$ cat config.mk
export PLATFORM = sky130hd
export DESIGN_NAME = sram_march_bist_flat
export DESIGN_NICKNAME = d
export VERILOG_FILES = /design/src/rtl/sram_march_bist_if.sv /design/src/rtl/sram_march_bist.sv /design/src/flat_wrapper.sv
export SDC_FILE = /design/constraint.sdc
export NUM_CORES = 1
export LEC_CHECK = 0
export ABC_AREA = 1
export CAP_MARGIN = 20
export CORE_ASPECT_RATIO = 0.5
export CORE_UTILIZATION = 28
export DETAILED_ROUTE_END_ITERATION = 10
export HOLD_SLACK_MARGIN = 0.1
export PLACE_DENSITY = 0.59
export SKIP_CTS_REPAIR_TIMING = 1
export SYNTH_ARGS = -nofsm -noshare
export SYNTH_HDL_FRONTEND = slang
export SYNTH_SLANG_ARGS = --single-unit
$ cat constraint.sdc
create_clock -name wb_clk_i -period 2.2 [get_ports wb_clk_i]
set_input_delay 0.55 -clock wb_clk_i [delete_from_list [all_inputs] [get_ports wb_clk_i]]
set_output_delay 0.55 -clock wb_clk_i [all_outputs]
set_load 0.01 [all_outputs]
$ cat src/rtl/sram_march_bist_if.sv
// Port-0 bus between the March BIST sequencer and the OpenRAM bank.
// The master drives control, address and write data; the slave returns muxed read data.
interface sram_march_bist_if #(
    parameter int unsigned ADDR_WIDTH  = 8,
    parameter int unsigned DATA_WIDTH  = 32,
    parameter int unsigned WMASK_WIDTH = 4,
    parameter int unsigned MAX_CHIPS   = 16
);
    logic [MAX_CHIPS-1:0]   csb0;
    logic                   web0;
    logic [WMASK_WIDTH-1:0] wmask0;
    logic [ADDR_WIDTH-1:0]  addr0;
    logic [DATA_WIDTH-1:0]  din0;
    logic [DATA_WIDTH-1:0]  sram_dout0;

    modport master (
        output csb0,
        output web0,
        output wmask0,
        output addr0,
        output din0,
        input  sram_dout0
    );

    modport slave (
        input  csb0,
        input  web0,
        input  wmask0,
        input  addr0,
        input  din0,
        output sram_dout0
    );
endinterface

$ cat src/rtl/sram_march_bist.sv
// March C- BIST sequencer for one OpenRAM macro on the shared port-0 bus.
// Records first-failure diagnostics and a saturating mismatch count.
module sram_march_bist #(
    parameter int unsigned ADDR_WIDTH   = 8,
    parameter int unsigned DATA_WIDTH   = 32,
    parameter int unsigned WMASK_WIDTH  = 4,
    parameter int unsigned SELECT_WIDTH = 4,
    parameter int unsigned MAX_CHIPS    = 16,
    parameter int unsigned READ_LATENCY = 1
) (
    input  logic                    wb_clk_i,
    input  logic                    wb_rst_i,
    input  logic                    start,
    input  logic [SELECT_WIDTH-1:0] chip_sel,
    input  logic [DATA_WIDTH-1:0]   pattern,
    input  logic [ADDR_WIDTH-1:0]   addr_last,
    sram_march_bist_if.master       sram,
    output logic                    busy,
    output logic                    done,
    output logic                    fail,
    output logic [2:0]              fail_element,
    output logic [ADDR_WIDTH-1:0]   fail_addr,
    output logic [DATA_WIDTH-1:0]   fail_data,
    output logic [15:0]             err_count
);
    localparam int unsigned LAT       = (READ_LATENCY < 1) ? 1 : READ_LATENCY;
    localparam int unsigned LAT_W     = (LAT > 1) ? $clog2(LAT) : 1;
    localparam logic [2:0]  LAST_ELEM = 3'd5;

    typedef enum logic [2:0] {
        IDLE,
        WRITE,
        READ,
        WAIT,
        DONE
    } state_t;

    state_t                  state;
    logic [2:0]              elem_q;
    logic [ADDR_WIDTH-1:0]   addr_q;
    logic [LAT_W-1:0]        wait_cnt;
    logic [SELECT_WIDTH-1:0] chip_sel_q;
    logic [DATA_WIDTH-1:0]   pattern_q;
    logic [ADDR_WIDTH-1:0]   addr_last_q;

    logic                    dir_up;
    logic                    at_end;
    logic                    last_op;
    logic [2:0]              nxt_elem;
    logic [ADDR_WIDTH-1:0]   nxt_addr;
    logic [DATA_WIDTH-1:0]   wr_data;
    logic [DATA_WIDTH-1:0]   rd_exp;
    logic                    mismatch;
    logic                    wait_last;
    logic [MAX_CHIPS-1:0]    sel_csb;
    logic [MAX_CHIPS-1:0]    start_csb;

    // March position bookkeeping: next address/element and per-element data.
    // Elements 0..2 run upward, 3..5 downward; the counter stops at the end address.
    always_comb begin
        dir_up    = (elem_q < 3'd3);
        at_end    = dir_up ? (addr_q == addr_last_q) : (addr_q == '0);
        nxt_elem  = elem_q;
        nxt_addr  = dir_up ? (addr_q + ADDR_WIDTH'(1)) : (addr_q - ADDR_WIDTH'(1));
        if (at_end) begin
            nxt_elem = elem_q + 3'd1;
            nxt_addr = (elem_q >= 3'd2) ? addr_last_q : '0;
        end
        last_op   = at_end && (elem_q == LAST_ELEM);
        wr_data   = ((elem_q == 3'd1) || (elem_q == 3'd3)) ? ~pattern_q : pattern_q;
        rd_exp    = ((elem_q == 3'd2) || (elem_q == 3'd4)) ? ~pattern_q : pattern_q;
        mismatch  = (sram.sram_dout0 != rd_exp);
        wait_last = (wait_cnt == LAT_W'(LAT - 1));
        sel_csb   = ~(MAX_CHIPS'(1) << chip_sel_q);
        start_csb = ~(MAX_CHIPS'(1) << chip_sel);
    end

    // Sequencer with registered bus and status outputs.
    always_ff @(posedge wb_clk_i) begin
        if (wb_rst_i) begin
            state        <= IDLE;
            elem_q       <= '0;
            addr_q       <= '0;
            wait_cnt     <= '0;
            chip_sel_q   <= '0;
            pattern_q    <= '0;
            addr_last_q  <= '0;
            sram.csb0    <= '1;
            sram.web0    <= 1'b1;
            sram.wmask0  <= '0;
            sram.addr0   <= '0;
            sram.din0    <= '0;
            busy         <= 1'b0;
            done         <= 1'b0;
            fail         <= 1'b0;
            fail_element <= '0;
            fail_addr    <= '0;
            fail_data    <= '0;
            err_count    <= '0;
        end else begin
            done <= 1'b0;
            unique case (state)
                IDLE: begin
                    if (start) begin
                        chip_sel_q   <= chip_sel;
                        pattern_q    <= pattern;
                        addr_last_q  <= addr_last;
                        fail         <= 1'b0;
                        fail_element <= '0;
                        fail_addr    <= '0;
                        fail_data    <= '0;
                        err_count    <= '0;
                        elem_q       <= '0;
                        addr_q       <= '0;
                        busy         <= 1'b1;
                        sram.csb0    <= start_csb;
                        sram.web0    <= 1'b0;
                        sram.wmask0  <= '1;
                        sram.addr0   <= '0;
                        sram.din0    <= pattern;
                        state        <= WRITE;
                    end
                end

                WRITE: begin
                    // A write always closes its address step; move on and issue the next op.
                    elem_q     <= nxt_elem;
                    addr_q     <= nxt_addr;
                    sram.addr0 <= nxt_addr;
                    sram.csb0  <= sel_csb;
                    if (nxt_elem == 3'd0) begin
                        sram.web0   <= 1'b0;
                        sram.wmask0 <= '1;
                        sram.din0   <= pattern_q;
                        state       <= WRITE;
                    end else begin
                        sram.web0   <= 1'b1;
                        sram.wmask0 <= '0;
                        sram.din0   <= '0;
                        state       <= READ;
                    end
                end

                READ: begin
                    sram.csb0 <= '1;
                    wait_cnt  <= '0;
                    state     <= WAIT;
                end

                WAIT: begin
                    if (wait_last) begin
                        if (mismatch) begin
                            if (err_count != 16'hFFFF) begin
                                err_count <= err_count + 16'd1;
                            end
                            if (!fail) begin
                                fail         <= 1'b1;
                                fail_element <= elem_q;
                                fail_addr    <= addr_q;
                                fail_data    <= sram.sram_dout0;
                            end
                        end
                        if (elem_q != LAST_ELEM) begin
                            sram.csb0   <= sel_csb;
                            sram.web0   <= 1'b0;
                            sram.wmask0 <= '1;
                            sram.addr0  <= addr_q;
                            sram.din0   <= wr_data;
                            state       <= WRITE;
                        end else if (last_op) begin
                            busy  <= 1'b0;
                            done  <= 1'b1;
                            state <= DONE;
                        end else begin
                            elem_q      <= nxt_elem;
                            addr_q      <= nxt_addr;
                            sram.csb0   <= sel_csb;
                            sram.web0   <= 1'b1;
                            sram.wmask0 <= '0;
                            sram.addr0  <= nxt_addr;
                            sram.din0   <= '0;
                            state       <= READ;
                        end
                    end else begin
                        wait_cnt <= wait_cnt + LAT_W'(1);
                    end
                end

                DONE: begin
                    state <= IDLE;
                end

                default: begin
                    state <= IDLE;
                end
            endcase
        end
    end
endmodule

$ cat src/flat_wrapper.sv
// flat-port wrapper written by rule: the top's interface ports become plain ports
module sram_march_bist_flat 
#(
    parameter int unsigned ADDR_WIDTH   = 8,
    parameter int unsigned DATA_WIDTH   = 32,
    parameter int unsigned WMASK_WIDTH  = 4,
    parameter int unsigned SELECT_WIDTH = 4,
    parameter int unsigned MAX_CHIPS    = 16,
    parameter int unsigned READ_LATENCY = 1
)
  (wb_clk_i, wb_rst_i, start, chip_sel, pattern, addr_last, busy, done, fail, fail_element, fail_addr, fail_data, err_count, sram_csb0, sram_web0, sram_wmask0, sram_addr0, sram_din0, sram_sram_dout0);
  sram_march_bist_if #(.ADDR_WIDTH(ADDR_WIDTH), .DATA_WIDTH(DATA_WIDTH), .WMASK_WIDTH(WMASK_WIDTH), .MAX_CHIPS(MAX_CHIPS)) sram_i ();
  input  logic wb_clk_i;
  input  logic wb_rst_i;
  input  logic start;
  input  logic [SELECT_WIDTH-1:0] chip_sel;
  input  logic [DATA_WIDTH-1:0] pattern;
  input  logic [ADDR_WIDTH-1:0] addr_last;
  output logic busy;
  output logic done;
  output logic fail;
  output logic [2:0] fail_element;
  output logic [ADDR_WIDTH-1:0] fail_addr;
  output logic [DATA_WIDTH-1:0] fail_data;
  output logic [15:0] err_count;
  output wire logic [$bits(sram_i.csb0)-1:0] sram_csb0;
  output wire logic [$bits(sram_i.web0)-1:0] sram_web0;
  output wire logic [$bits(sram_i.wmask0)-1:0] sram_wmask0;
  output wire logic [$bits(sram_i.addr0)-1:0] sram_addr0;
  output wire logic [$bits(sram_i.din0)-1:0] sram_din0;
  input wire logic [$bits(sram_i.sram_dout0)-1:0] sram_sram_dout0;
  assign sram_csb0 = sram_i.csb0;
  assign sram_web0 = sram_i.web0;
  assign sram_wmask0 = sram_i.wmask0;
  assign sram_addr0 = sram_i.addr0;
  assign sram_din0 = sram_i.din0;
  assign sram_i.sram_dout0 = sram_sram_dout0;
  sram_march_bist #(.ADDR_WIDTH(ADDR_WIDTH), .DATA_WIDTH(DATA_WIDTH), .WMASK_WIDTH(WMASK_WIDTH), .SELECT_WIDTH(SELECT_WIDTH), .MAX_CHIPS(MAX_CHIPS), .READ_LATENCY(READ_LATENCY)) u_core (.wb_clk_i(wb_clk_i), .wb_rst_i(wb_rst_i), .start(start), .chip_sel(chip_sel), .pattern(pattern), .addr_last(addr_last), .sram(sram_i), .busy(busy), .done(done), .fail(fail), .fail_element(fail_element), .fail_addr(fail_addr), .fail_data(fail_data), .err_count(err_count));
endmodule
# Word-level counts from Yosys, hierarchy flattened
# Cells that the tools add are included.
classes:
  n_shift: 2
  muxes: 78
  addsub: 5
  n_eq_ne: 21
  bitwise_logic: 4
  n_reduce_logical: 20
  n_lt_le_gt_ge: 2
op_table:
  columns: ["op", "n"]
  rows:
  - ["$mux 32", 11]
  - ["$mux 16", 8]
  - ["$mux 8", 12]
  - ["$pmux 32 s3", 1]
  - ["$pmux 16 s4", 1]
  - ["$pmux 32 s2", 1]
  - ["$pmux 8 s3", 2]
  - ["$mux 3", 12]
  - ["$ne 32x32->1", 1]
  - ["$not 16->16", 2]
  - ["$not 32->32", 1]
  - ["$pmux 16 s2", 1]
  - ["$shl 1x4->16 const A", 2]
  - ["$mux 4", 5]
  - ["$reduce_and 5->1", 4]
  - ["$add 16x1->16 const B", 1]
  - ["$ne 16x16->1 const B", 1]
  - ["$pmux 8 s2", 1]
  - ["$mux 1", 14]
  - ["$eq 3x2->1 const B", 4]
  - ["$pmux 3 s4", 1]
  - ["$pmux 4 s3", 1]
  - ["$reduce_and 4->1", 3]
  - ["$ne 2x2->1 const B", 5]
  - ["26 further kinds", 37]
totals:
  elab_cells: 151
  input_bits: 79
  output_inout_bits: 123
  ff_bits: 182

# Depth between registers and ports, before layout
logic_depth:
  ltp_word: 7
  depth_mapped: 19
  depth_no_buf: 17

# Worst setup path before layout
# OpenSTA, ideal clock, no wires.
synth_timing:
  path_kind: "reg2reg"
  start: "register u_core.elem_q[0]"
  end: "register u_core.err_count[10]"
  required_time_ns: 2.068
  path_stages_with_launch: 18
  arrival_time_ns: 2.148
  setup_time_ns: 0.132
  path_slack_ns: -0.080
  synth_period_minus_slack_ns: 2.280
  n_path_buf: 3
  path_cell_list: "dfxtp_1 > inv_1 > ha_1 > inv_1 > nand2_1 > nand2_1 > buf_6 > buf_6 > nor2_1 > nor2_1 > nand2_1 > nor2_1 > nand3_1 > nor2_1 > nand3_4 > clkbuf_1 > nand4_1 > a21oi_1"
synth_via:
  elab_chain_len: 6
  word_cells_on_any_way: 7
  cone_classes: "eq/ne (4); mux (1); reduce/logical (2)"
synth_lines:
  columns: ["element", "line", "source"]
  rows:
  - ["start: declaration", "sram_march_bist.sv:39", "logic [2:0] elem_q;"]
  - ["start signal: assignment", "sram_march_bist.sv:127", "elem_q <= nxt_elem;"]
  - ["start signal: assignment", "sram_march_bist.sv:175", "elem_q <= nxt_elem;"]
  - ["$eq 3x2->1 or $eq 3x3->1 (tied branches)", "sram_march_bist.sv:71", "rd_exp = ((elem_q == 3'd2) || (elem_q == 3'd4)) ? ~pattern_q : pattern_q;"]
  - ["$logic_or 1x1->1 (*)", "sram_march_bist.sv:71", null]
  - ["$mux 32 (*)", "sram_march_bist.sv:71", null]
  - ["$ne 32x32->1 (*)", "sram_march_bist.sv:72", "mismatch = (sram.sram_dout0 != rd_exp);"]
  - ["$ne 2x1->1 (no source line) (*)", null, null]
  - ["$reduce_and 5->1 (no source line) (*)", null, null]
  - ["end signal: assignment", "sram_march_bist.sv:154", "err_count <= err_count + 16'd1;"]
  - ["end: declaration", "sram_march_bist.sv:24", "output logic [15:0] err_count"]
# Every way passes the cells marked *; elsewhere a longest branch is shown, timed or not.
# A chain may end at the register's enable or synchronous reset.

# Worst setup path after layout
layout_timing:
  start: "register u_core.elem_q[1]"
  end: "register u_core.fail_data[2]"
layout_via:
  elab_chain_len: 6
  word_cells_on_any_way: 7
  cone_classes: "eq/ne (4); mux (1); reduce/logical (2)"
layout_lines:
  columns: ["element", "line", "source"]
  rows:
  - ["$eq 3x2->1 or $eq 3x3->1 (tied branches)", "sram_march_bist.sv:71", null]
  - ["$logic_or 1x1->1 (*)", "sram_march_bist.sv:71", null]
  - ["$mux 32 (*)", "sram_march_bist.sv:71", null]
  - ["$ne 32x32->1 (*)", "sram_march_bist.sv:72", null]
  - ["$ne 2x1->1 (no source line) (*)", null, null]
  - ["$reduce_and 5->1 (no source line) (*)", null, null]
  - ["end signal: assignment", "sram_march_bist.sv:160", "fail_data <= sram.sram_dout0;"]
  - ["end: declaration", "sram_march_bist.sv:23", "output logic [DATA_WIDTH-1:0] fail_data,"]
# Marked as above.

==> impl_results.md <==
- Initial core utilization: 28.9%
- Via/cell ratio: 4.91
- Gate Count Post-Synth: 1,573
- PortBufs: 201
- TritonRoute pass-1 iters: 5
- Multi-input logic area: 0.00577 mm^2
- Least-Margin Pin Slew: 553 ps
- CTS root buf: clkbuf_16
- Distinct cells, synth: 38
- Detailed-route wire length per cell: 16.6 um
- Final wirelength: 38,400 um
- Core ar.: 0.0350 mm^2
- Area Growth Syn to Fin: 44.0%
- Fmax: 0.408 GHz
- Num CTS Buffers: 17
- DIE HEIGHT: 136 um
- Setup Skew: 9.11 ps
- Lkg Pwr: 6.14 nW
- Clock latency on the worst-skew pair: 460 ps
- Starting DRC count in detailed routing: 954
- Maximum vdd drop: 0.522 mV
- Reg2Reg Depth: 17
- Clock sink total: 178
- GP Congestion: 0.844
- Synth Register Bits: 178
- Crit Path Max Fanout: 8
- Syn avg cell area: 6.42 um^2
- Initial antenna violation count: 0
- Gr ovfl total: 0
- Sequential area share after synthesis: 35.3%
- Status: complete, but fails checks
- Final min period: 2450 ps
- Clock Pin Slew Worst Setup and Hold Paths: 70 ps
- Fin crit share: 111%
- Pins Over Slew Limit: 0
- Die ar.: 0.0369 mm^2
- Register Area: 0.00358 mm^2
- Crit Path Class: flip-flop to flip-flop
- Residual DRC: 0
- Fraction of registers with async set or reset after synthesis: 0%
- Setup TNS: -15,420 ps
- Clock tree buffer depth: 2
- Synth Warn #: 0
- Endpoints failing setup: 100
- Final WS setup: -250 ps
- EDFF count, synth: 0
- Worst min path class: input pin to flip-flop
- Fillers: 3,684
- Hold Path Depth: 4
- Post-Synthesis Cell Area: 0.0101 mm^2
- Antenna diodes: 0
- Remaining antenna violation count after routing: 0
- CTS tree: done
- Number of global-route vias before repair: 9,970
- CP arrival: 2830 ps
- CP Capture Type: flip-flop
- WP data required: 2580 ps
- Nets: 1,913
- Final hold vios: 0
- Layout cell share with drive strength beyond 1: 14.0%
- Core Rows: 48
- Half-perimeter wire length after placement: 25,100 um
- H-tree Lvls: 4
- Synth Net Count: 1,665
- RSZ-0062 raised after global routing: yes
- Max-cap violation count: 0
- Pre-CTS setup slack: -563 ps
- Most common cell after layout, fill and taps aside: nand2_1
- Pwr/cell area: 640 mW/mm^2
- Main synth FF type: dfxtp_1
- Commonest non-fill, non-tap cells in the layout: 423 x nand2_1, 200 x clkdlybuf4s50_1, 170 x dfxtp_1, 165 x inv_1, 135 x nor2_1
- GRT Util Overall: 19.1%
- Pin count of the biggest net entering global routing: 90
- Failing checks: negative setup slack
- Crit path launch type: flip-flop
- Chip width: 271 um
- Vias: 11,300
- First-pass GRT wire length: 55,200 um
- Worst slew margin: 63.0%
- I/O Pins: 202
- Fin util: 41.6%
worst max-delay path, cell delays in order (launching register included):
cell,delay (ps)
dfxtp_4,390
inv_4,40
ha_4,150
inv_2,40
nand2_2,50
nand2_4,140
clkbuf_16,190
nand2_1,70
nand2_2,90
nor2_1,50
nor2_1,120
nand3_2,110
nor2_4,160
nand3_4,160
nand3_4,230
clkbuf_16,200
nand2_1,50
a21oi_1,120
kinds of logic (layout without fill, tap and decap cells):
| group | count (synthesis) | count (layout) | synth area share [%] |
|---|---|---|---|
| adder cells (fa/ha/maj) | 13 | 13 | 1.69 |
| AO/OA/AOI/OAI | 238 | 238 | 12.9 |
| XOR/XNOR | 22 | 22 | 1.91 |
| buffers and inverters | 274 | 533 | 11.3 |
| AND/OR/NAND/NOR | 848 | 850 | 36.9 |
| flip-flops | 178 | 178 | 35.3 |
through the flow:
step	hold WS [ps]	std cells	area, um^2	power (mW)
3_3_place_gp	447	2252	13200	6.03
6_report	386	2309	14500	9.31
3_5_place_dp	453	2252	13200	6.04
4_1_cts	364	2284	13800	9.17
5_1_grt	391	2309	14500	9.78
2_1_floorplan	445	1573	10100	4.98
final timing paths:
path | startpoint | endpoint | slack [ps]
setup / recovery | u_core.elem_q[1] | u_core.fail_data[2] | -250
setup reg to reg | u_core.elem_q[1] | u_core.fail_data[2] | -250
hold reg to reg | u_core.sram.addr0[7] | u_core.sram.addr0[7] | 460
hold / removal | wb_rst_i | u_core.sram.din0[8] | 390
flip-flops by register name, summed over array words and instances (netlist names), 3 cells and up:
name and count:
u_core.state 3, u_core.sram.csb0 16, u_core.fail_addr 8, u_core.addr_q 8, u_core.fail_element 3, u_core.err_count 16, u_core.pattern_q 32, u_core.addr_last_q 8
u_core.sram.addr0 8, u_core.fail_data 32, u_core.chip_sel_q 4, u_core.sram.din0 32, u_core.elem_q 3
final cells by class:
cell class	count	area share, %
clock buffers	25	3.27
multi-input cells	1123	39.7
clock inverters	7	0.689
well taps	475	4.09
inverters	177	4.66
repair buffers	324	23.0
flip-flops and latches	178	24.6
cell usage after synthesis (3+ instances only):
master | number | share of area [%]
nand2_1 | 452 | 17
dfxtp_1 | 178 | 35
inv_1 | 172 | 6.4
nor2_1 | 148 | 5.5
a21oi_1 | 134 | 6.6
nand4_1 | 130 | 8.1
nand3_1 | 78 | 3.9
o21ai_0 | 74 | 3.7
clkbuf_1 | 58 | 2.2
nor3_1 | 26 | 1.3
buf_2 | 21 | 1.0
xnor2_1 | 13 | 1.1
ha_1 | 12 | 1.5
a221o_1 | 11 | 1.1
buf_6 | 10 | 1.1
xor2_1 | 9 | 0.78
o22ai_1 | 6 | 0.37
buf_1 | 5 | 0.19
buf_4 | 3 | 0.22
nand3_4 | 3 | 0.52
nand3b_1 | 3 | 0.22
o221ai_1 | 3 | 0.26
metal layers:
metal	GRT usage (%)	vias to the layer above	share of wire, %
met2	33.1	234	49
met1	24.4	5387	45
met4	4.74	0	1.4
met3	3.67	36	3.8
li1	-	5669	-
met5	0	-	0
where the power goes:
group | internal (mW) | total (mW) | switching [mW]
Clock | 1.74 | 3.12 | 1.38
Combinational | 1.09 | 2.52 | 1.44
Sequential | 3.47 | 3.66 | 0.197
Power figures use the tool's default switching activity.
